[src/rtl/alu_issue_pkg.sv]
// Shared types and constants for the ALU issue controller.
// Accumulator feature is enabled by defining ALU_ISSUE_ACC_EN.
package alu_issue_pkg;

  localparam int unsigned OP_W = 2;

  localparam logic [OP_W-1:0] OP_ADD    = 2'd0;
  localparam logic [OP_W-1:0] OP_SUB    = 2'd1;
  localparam logic [OP_W-1:0] OP_PASS_A = 2'd2;
  localparam logic [OP_W-1:0] OP_PASS_B = 2'd3;

  localparam logic [7:0] ACC_RESET = 8'hAB;

  typedef enum logic [1:0] {
    ST_IDLE  = 2'd0,
    ST_ISSUE = 2'd1,
    ST_RESP  = 2'd2
  } state_t;

endpackage

[src/rtl/alu_issue_fifo.sv]
// Synchronous command FIFO; DEPTH must be a power of two so pointers wrap naturally.
module alu_issue_fifo #(
  parameter int unsigned DEPTH = 4,
  parameter int unsigned DW    = 10
) (
  input  logic          clk,
  input  logic          rst_n,
  input  logic          i_push,
  input  logic          i_pop,
  input  logic [DW-1:0] i_data,
  output logic [DW-1:0] o_data,
  output logic          o_full,
  output logic          o_empty
);

  localparam int unsigned PTR_W = (DEPTH > 1) ? $clog2(DEPTH) : 1;
  localparam int unsigned CNT_W = PTR_W + 1;

  logic [DW-1:0]    r_mem [DEPTH];
  logic [PTR_W-1:0] r_wptr;
  logic [PTR_W-1:0] r_rptr;
  logic [CNT_W-1:0] r_count;
  logic             w_push;
  logic             w_pop;

  // Pushes are refused when full even if a pop happens in the same cycle.
  assign w_push  = i_push && !o_full;
  assign w_pop   = i_pop && !o_empty;
  assign o_full  = (r_count == CNT_W'(DEPTH));
  assign o_empty = (r_count == '0);
  assign o_data  = r_mem[r_rptr];

  always_ff @(posedge clk or negedge rst_n) begin
    if (!rst_n) begin
      r_wptr  <= '0;
      r_rptr  <= '0;
      r_count <= '0;
    end else begin
      if (w_push) r_wptr <= r_wptr + PTR_W'(1);
      if (w_pop)  r_rptr <= r_rptr + PTR_W'(1);
      case ({w_push, w_pop})
        2'b10:   r_count <= r_count + CNT_W'(1);
        2'b01:   r_count <= r_count - CNT_W'(1);
        default: r_count <= r_count;
      endcase
    end
  end

  always_ff @(posedge clk) begin
    if (w_push) r_mem[r_wptr] <= i_data;
  end

endmodule

[src/rtl/alu_issue_ctrl.sv]
// Command-side controller for the 4-opcode ALU: FIFO, issue FSM, response channel.
// Define ALU_ISSUE_ACC_EN to add the io_acc running accumulator.
module alu_issue_ctrl
  import alu_issue_pkg::*;
#(
  parameter int unsigned DEPTH = 4,
  parameter int unsigned WIDTH = 4
) (
  input  logic               clk,
  input  logic               rst_n,
  input  logic               io_cmd_valid,
  output logic               io_cmd_ready,
  input  logic [OP_W-1:0]    io_cmd_opcode,
  input  logic [WIDTH-1:0]   io_cmd_a,
  input  logic [WIDTH-1:0]   io_cmd_b,
  output logic [OP_W-1:0]    io_alu_opcode,
  output logic [WIDTH-1:0]   io_alu_a,
  output logic [WIDTH-1:0]   io_alu_b,
  input  logic [WIDTH-1:0]   io_alu_out,
  output logic               io_rsp_valid,
  input  logic               io_rsp_ready,
  output logic [WIDTH-1:0]   io_rsp_data,
  output logic [OP_W-1:0]    io_rsp_opcode,
  output logic               io_busy
`ifdef ALU_ISSUE_ACC_EN
  ,
  output logic [2*WIDTH-1:0] io_acc
`endif
);

  localparam int unsigned ENT_W = OP_W + 2 * WIDTH;
  localparam int unsigned ACC_W = 2 * WIDTH;

  state_t             r_state;
  logic [OP_W-1:0]    r_alu_opcode;
  logic [WIDTH-1:0]   r_alu_a;
  logic [WIDTH-1:0]   r_alu_b;
  logic               r_rsp_valid;
  logic [WIDTH-1:0]   r_rsp_data;
  logic [OP_W-1:0]    r_rsp_opcode;
  logic               w_full;
  logic               w_empty;
  logic               w_pop;
  logic [ENT_W-1:0]   w_cmd;
  logic [ENT_W-1:0]   w_head;

  assign w_cmd = {io_cmd_opcode, io_cmd_a, io_cmd_b};
  assign w_pop = (r_state == ST_IDLE);

  alu_issue_fifo #(
    .DEPTH (DEPTH),
    .DW    (ENT_W)
  ) u_fifo (
    .clk     (clk),
    .rst_n   (rst_n),
    .i_push  (io_cmd_valid),
    .i_pop   (w_pop),
    .i_data  (w_cmd),
    .o_data  (w_head),
    .o_full  (w_full),
    .o_empty (w_empty)
  );

  // Issue FSM: pop into operand registers, capture ALU result, hold until accepted.
  always_ff @(posedge clk or negedge rst_n) begin
    if (!rst_n) begin
      r_state      <= ST_IDLE;
      r_alu_opcode <= '0;
      r_alu_a      <= '0;
      r_alu_b      <= '0;
      r_rsp_valid  <= 1'b0;
      r_rsp_data   <= '0;
      r_rsp_opcode <= '0;
    end else begin
      case (r_state)
        ST_IDLE: begin
          if (!w_empty) begin
            {r_alu_opcode, r_alu_a, r_alu_b} <= w_head;
            r_state <= ST_ISSUE;
          end
        end
        ST_ISSUE: begin
          r_rsp_data   <= io_alu_out;
          r_rsp_opcode <= r_alu_opcode;
          r_rsp_valid  <= 1'b1;
          r_state      <= ST_RESP;
        end
        ST_RESP: begin
          if (io_rsp_ready) begin
            r_rsp_valid <= 1'b0;
            r_state     <= ST_IDLE;
          end
        end
        default: begin
          r_rsp_valid <= 1'b0;
          r_state     <= ST_IDLE;
        end
      endcase
    end
  end

  assign io_cmd_ready  = !w_full;
  assign io_alu_opcode = r_alu_opcode;
  assign io_alu_a      = r_alu_a;
  assign io_alu_b      = r_alu_b;
  assign io_rsp_valid  = r_rsp_valid;
  assign io_rsp_data   = r_rsp_data;
  assign io_rsp_opcode = r_rsp_opcode;
  assign io_busy       = !w_empty || (r_state != ST_IDLE);

`ifdef ALU_ISSUE_ACC_EN
  logic [ACC_W-1:0] r_acc;

  // Running total of accepted results, wrapping at 2*WIDTH bits.
  always_ff @(posedge clk or negedge rst_n) begin
    if (!rst_n) begin
      r_acc <= ACC_W'(ACC_RESET);
    end else if (r_rsp_valid && io_rsp_ready) begin
      r_acc <= r_acc + ACC_W'(r_rsp_data);
    end
  end

  assign io_acc = r_acc;
`endif

endmodule

[config.mk]
export PLATFORM = sky130hd
export DESIGN_NAME = alu_issue_ctrl
export DESIGN_NICKNAME = d
export VERILOG_FILES = /design/src/rtl/alu_issue_pkg.sv /design/src/rtl/alu_issue_fifo.sv /design/src/rtl/alu_issue_ctrl.sv
export SDC_FILE = /design/constraint.sdc
export NUM_CORES = 1
export LEC_CHECK = 0
export BUFFER_PORTS_ARGS = -buffer_cell sky130_fd_sc_hd__clkbuf_2
export CORE_MARGIN = 2
export CORE_UTILIZATION = 60
export CTS_CLUSTER_SIZE = 30
export DETAILED_ROUTE_END_ITERATION = 8
export GPL_TIMING_DRIVEN = 0
export MAX_ROUTING_LAYER = met4
export PLACE_DENSITY = 0.88
export SETUP_SLACK_MARGIN = 0.02
export SLEW_MARGIN = 20
export SYNTH_ARGS = -nofsm -noshare
export SYNTH_HDL_FRONTEND = slang
export SYNTH_SLANG_ARGS = --single-unit
[constraint.sdc]
create_clock -name clk -period 5.3 [get_ports clk]
set_clock_uncertainty 0.2 [all_clocks]
set_input_delay 0.53 -clock clk [delete_from_list [all_inputs] [get_ports clk]]
set_output_delay 0.53 -clock clk [all_outputs]
set_load 0.05 [all_outputs]
# Word-level counts from Yosys, hierarchy flattened

Memories as Yosys holds them, arrays and structs flattened. A register that Yosys moved wholly into a read port is not among the register bits.
Cells that the tools add are included.

Flip-flop bits (word level): 16
Memory bits (writable): 40
Input bits: 18
Output and inout bits: 19
Logic and storage cells: 42
Memories: 1

Add/sub/neg operators: 4
Equal/unequal tests: 7
Mux-type cells: 8
Bitwise gates (word level): 2
Reduce and logical (&&, ||, !) cells: 13

Memories:

| name         | depth | width | rd ports | clocked after memory_dff | wr ports | RTL line             | source |
|---|---|---|---|---|---|---|---|
| u_fifo.r_mem | 4     | 10    | 1        | 1                        | 1        | alu_issue_fifo.sv:19 | `logic [DW-1:0] r_mem [DEPTH];` |

Operators by type and width:

| kind                  | number |
|---|---|
| $pmux W2 S3           | 1 |
| $pmux W3 S2           | 1 |
| $reduce_and A2 Y1     | 3 |
| $add A2 B1 Y2 const B | 2 |
| $eq A2 B1 Y1 const B  | 2 |
| $eq A2 B2 Y1 const B  | 2 |
| $mux W2               | 2 |
| $ne A2 B2 Y1 const B  | 2 |
| $reduce_bool A2 Y1    | 2 |
| $add A3 B1 Y3 const B | 1 |
| $eq A3 B3 Y1 const B  | 1 |
| $logic_not A1 Y1      | 3 |
| $logic_not A3 Y1      | 1 |
| $mux W1               | 3 |
| $pmux W1 S3           | 1 |
| $sub A3 B1 Y3 const B | 1 |
| $logic_and A1 B1 Y1   | 2 |
| $logic_not A2 Y1      | 1 |
| $not A1 Y1            | 2 |
| $logic_or A1 B1 Y1    | 1 |

# Depth between registers and ports, before layout

Word-level depth: 5
Depth in mapped cells: 9
Depth with buffers taken out: 9

# By module

From an unflattened synthesis, not the netlist that was laid out.

Cells, all modules: 135
Area total of the unflattened synthesis: 2611.3 µm²

Modules (own cells, without submodules):

| module         | times used | cells each | area each (µm²) | sequential area each (µm²) |
|---|---|---|---|---|
| alu_issue_fifo | 1          | 89         | 1885.6          | 1376.3 |
| alu_issue_ctrl | 1          | 46         | 725.7           | 475.5 |

# Least setup slack after synthesis

No wires, ideal clock.

Path kind: register -> register
Start: register u_fifo.r_count[0]
End: register u_fifo.r_count[2]
Arrival: 2115 ps
Required time: 5021 ps
Setup slack: 2906 ps
Cell stages (with the launch flop): 10
Path buffers: 0
Cells stage by stage: dfrtp_1 or3b_4 and2_4 inv_1 ha_1 inv_1 fa_1 xor2_1 nor2_1 xor2_1

Cells in the longest elaborated chain, start to end: 5
Elaborated cells on any way between the ends: 12

Ends and longest elaborated chain:

| what                                                     | RTL line             | source |
|---|---|---|
| start: declaration                                       | alu_issue_fifo.sv:22 | `logic [CNT_W-1:0] r_count;` |
| start signal: assignment                                 | alu_issue_fifo.sv:42 | `2'b10: r_count <= r_count + CNT_W'(1);` |
| start signal: assignment                                 | alu_issue_fifo.sv:43 | `2'b01: r_count <= r_count - CNT_W'(1);` |
| start signal: assignment                                 | alu_issue_fifo.sv:44 | `default: r_count <= r_count;` |
| $eq A3 B3 Y1 *                                           | alu_issue_fifo.sv:29 | `assign o_full = (r_count == CNT_W'(DEPTH));` |
| $logic_not A1 Y1 *                                       | --                   |  |
| net io_cmd_ready                                         | alu_issue_ctrl.sv:12 | `output logic io_cmd_ready,` |
| $logic_and A1 B1 Y1 *                                    | alu_issue_fifo.sv:27 | `assign w_push = i_push && !o_full;` |
| $eq A2 B1 Y1 / $eq A2 B2 Y1 (equally long branches)      | alu_issue_fifo.sv:41 | `case ({w_push, w_pop})` |
| $pmux W3 S2 / $reduce_bool A2 Y1 (equally long branches) | --                   |  |

The timed path passes the listed nets; every way through them passes the cells marked *.
A chain may end at the register's enable or synchronous reset.

# Worst setup path after layout

Start: register u_fifo.r_count[0]
End: register u_fifo.r_count[2]

Cells in the longest elaborated chain, start to end: 5
Elaborated cells on any way between the ends: 12

Ends and longest elaborated chain:

| what                                                     | RTL line             | source |
|---|---|---|
| $logic_not A3 Y1 *                                       | alu_issue_fifo.sv:30 | `assign o_empty = (r_count == '0);` |
| $logic_not A1 Y1 *                                       | alu_issue_fifo.sv:28 | `assign w_pop = i_pop && !o_empty;` |
| $logic_and A1 B1 Y1 *                                    | alu_issue_fifo.sv:28 |  |
| net u_fifo.w_pop                                         | alu_issue_fifo.sv:24 | `logic w_pop;` |
| $eq A2 B1 Y1 / $eq A2 B2 Y1 (equally long branches)      | alu_issue_fifo.sv:41 |  |
| $pmux W3 S2 / $reduce_bool A2 Y1 (equally long branches) | --                   |  |

Marks and branches as above.

==> summary.md <==
| Metric | Value |
|---|---|
| Power per Cell Area | `675.5 mW/mm²` |
| Synth warnings | `0` |
| Crit path kind | `reg2reg` |
| Data arrival, critical path | `2500 ps` |
| Number of global-route vias before repair | `1,494` |
| CTS tree | `yes` |
| Crit Reg-Reg Startpoint | `u_fifo.r_count[0]` |
| Required @ worst endpoint | `5340 ps` |
| RePlAce Congestion | `0.7544` |
| H-Tree Depth | `3` |
| #FFs+latches synth | `66` |
| Diode count | `0` |
| Worst Tran Pin Value | `687.0 ps` |
| Routed length per instance | `17.94 µm` |
| Drt total wl | `4234 µm` |
| Largest net degree at the start of global routing | `27` |
| Power Total | `2.023 mW` |
| Die Ht | `69.72 µm` |
| Fillers | `251` |
| Max FO, Critical Path | `10` |
| Register area share after synthesis | `0.7146` |
| Met3 Use GR | `0.06831` |
| Chip width | `69.72 µm` |
| Period utilization | `0.4644` |
| Reg2Reg Setup Slack | `2840 ps` |
| Placeable Area | `0.004086 mm²` |
| Area delta synth->final | `15.60%` |
| Crit path max-delay cell type | `dfrtp_1` |
| RSZ-0062 raised after global routing | `false` |
| Fin. max-slew vios | `0` |
| Max Freq | `406.3 MHz` |
| Worst setup startpoint | `u_fifo.r_count[0]` |
| Clk buf depth | `2` |
| Ports | `37` |
| Initial antenna violation count | `0` |
| DRT Pass-1 Iters | `4` |
| GR Util All Layers | `0.2046` |
| Clock root buffer | `clkbuf_8` |
| Via density per instance | `5.682` |
| Crit path max-delay family | `adder cells` |
| Crit path launch type | `flip-flop` |
| Register area | `0.001852 mm²` |
| Final Critical Period | `2461 ps` |
| Register-to-Register Path Depth | `9` |
| Avg Inst Size Synth | `19.34 µm²` |
| DP HPWL | `2899 µm` |
| # placed instances | `220` |
| DRC viols | `0` |
| Synth Instances | `134` |
| Post-synth cell types | `28` |
| R2R Path End | `u_fifo.r_count[2]` |
| Finish-stage setup viols | `0` |
| Final worst setup slack | `2839 ps` |
| CTS resizes | `0` |
| Cell Chain, Critical Path | `nor3_2 > nor3_2 > buf_2 > ha_1 > inv_1 > fa_1 > xor2_1 > nor2_1 > xor2_1` |
| Worst VDD drop | `0.4015 mV` |
| Crit-path max cell delay | `430 ps` |
| Share of layout cells above drive strength 1 | `0.4409` |
| Antenna viol nets, final | `0` |
| Slew HR | `0.5420` |
| Gr busiest metal | `met2` |
| TNS Setup | `0 ps` |
| Max-cap violations | `0` |
| Syn Nets | `158` |
| Nature of the critical path endpoint | `flip-flop` |
| Pleak | `1.214 nW` |
| Hold Path Class | `in2async` |
| Met1 Use GR | `0.2234` |
| Commonest non-fill, non-tap cells in the layout | `edfxtp_1 (40), clkbuf_2 (36), dfrtp_1 (26)` |
| Site row count | `23` |
| Final hold vios | `0` |
| Outcome | `complete, no violations` |
| CTS Hold Bufs | `0` |
| Total clock sinks | `66` |
| Multi-input combinational cell area | `690.7 µm²` |
| Initial Utilization | `0.6341` |
| Nets@finish | `205` |
| Global-route wire length before repair | `7079 µm` |
| Worst-Skew Late Latency | `330 ps` |
| Commonest non-fill, non-tap cell in the layout | `edfxtp_1` |
| Clock buffer count from CTS | `9` |
| Clock-pin slew on the worst setup and hold paths | `70 ps` |
| DR iter-0 viols | `50` |
| Pre-CTS worst setup slack | `2862 ps` |
| GRT overflow | `0` |
| Cell area after synthesis | `0.002591 mm²` |
| Setup Buffers After CTS | `0` |
| Total die area | `0.004860 mm²` |
| Port bufs | `36` |
| Buf/Inv on CP | `2` |
| Fin cells | `236` |
| M2 GR Usage | `0.3376` |
| Via Count | `1,341` |
## routing by layer
layer	share of wire	up-vias
met2	0.54	42
met5	0	-
met4	0.022	0
li1	-	601
met3	0.044	10
met1	0.40	688
## worst reg2reg max path, delay by kind of cell, from the launching register on
family / cells / cell delay (ps)
fa+ha+maj: 2 / 620
flops: 1 / 430
buf+inv: 2 / 390
xor+xnor: 2 / 330
simple gates: 3 / 420
## report_power, final
part / leakage [nW] / internal [mW] / switching, mW
sequential: 0.671 / 0.725 / 0.0925
combinational: 0.462 / 0.332 / 0.524
clock: 0.0817 / 0.183 / 0.167
## Yosys cell counts
library cell / number / area (µm²)
edfxtp_1: 40 / 1201
xnor2_1: 3 / 26.28
and3_1: 2 / 12.51
mux2_2: 15 / 168.9
o21ai_0: 1 / 5.000
or3b_4: 1 / 11.26
mux2_4: 1 / 15.01
and2_4: 1 / 8.760
mux2_1: 1 / 11.26
mux4_2: 9 / 202.7
dfrtp_1: 26 / 650.6
buf_2: 3 / 15.01
nand2_1: 1 / 3.750
nor3_2: 2 / 20.02
and3_2: 2 / 15.01
buf_6: 1 / 11.26
nor2_1: 3 / 11.26
o21a_1: 1 / 7.510
ha_1: 5 / 62.56
nand3b_1: 1 / 7.510
a21o_1: 1 / 7.510
nor2b_1: 1 / 6.260
mux4_1: 1 / 26.28
mux2i_1: 1 / 10.01
fa_1: 1 / 20.02
xor2_1: 3 / 26.28
inv_1: 6 / 22.52
nor3_1: 1 / 5.000
## worst max path at each step
stage | to | slack [ps] | depth (start not counted)
after CTS | u_fifo.r_count[2] | 2810 | 9
final | u_fifo.r_count[2] | 2840 | 9
after floorplan | u_fifo.r_count[2] | 2910 | 9
after detailed placement | u_fifo.r_count[2] | 2860 | 9
after global routing | u_fifo.r_count[2] | 2590 | 9
after global placement | u_fifo.r_count[2] | 2920 | 8
## cells by family (layout without fill, tap and decap cells)
logic type | Yosys count | count (layout) | synth area share
xor gates and xnor gates | 6 | 6 | 0.02028
DFF | 66 | 66 | 0.7146
and+or+nand+nor | 15 | 15 | 0.03911
adders and majority gates | 6 | 6 | 0.03187
muxes | 28 | 28 | 0.1675
buffers and inverters | 10 | 62 | 0.01883
AOI/OAI and AO/OA | 3 | 3 | 0.007726
## final cells by class
cell class / instances / share of cell area
sequential: 66 / 0.6182
buffer: 4 / 0.008772
multi-input combinational: 58 / 0.2306
clock buffer: 15 / 0.05221
tap: 50 / 0.02089
inverter: 6 / 0.007519
timing repair buffer: 36 / 0.06015
clock inverter: 1 / 0.001671
## metrics by stage
stage               hold WS, ps  cell area [µm²]    util
floorplan                 34.41             2591       -
global placement          263.4             2834  0.6935
detailed placement        279.6             2834  0.6935
CTS                       47.07             2995  0.7330
global route              80.62             2995  0.7330
finish                    32.87             2995  0.7330
## registers in the layout, indices dropped and copies added, names as in the netlist
register	flops
io_alu_opcode	2
io_rsp_valid	1
u_fifo.r_mem	40
io_rsp_data	4
io_alu_a	4
u_fifo.r_rptr	2
io_alu_b	4
u_fifo.r_wptr	2
io_rsp_opcode	2
u_fifo.r_count	3
r_state	2
No activity file was read; power rests on OpenSTA's default activity.
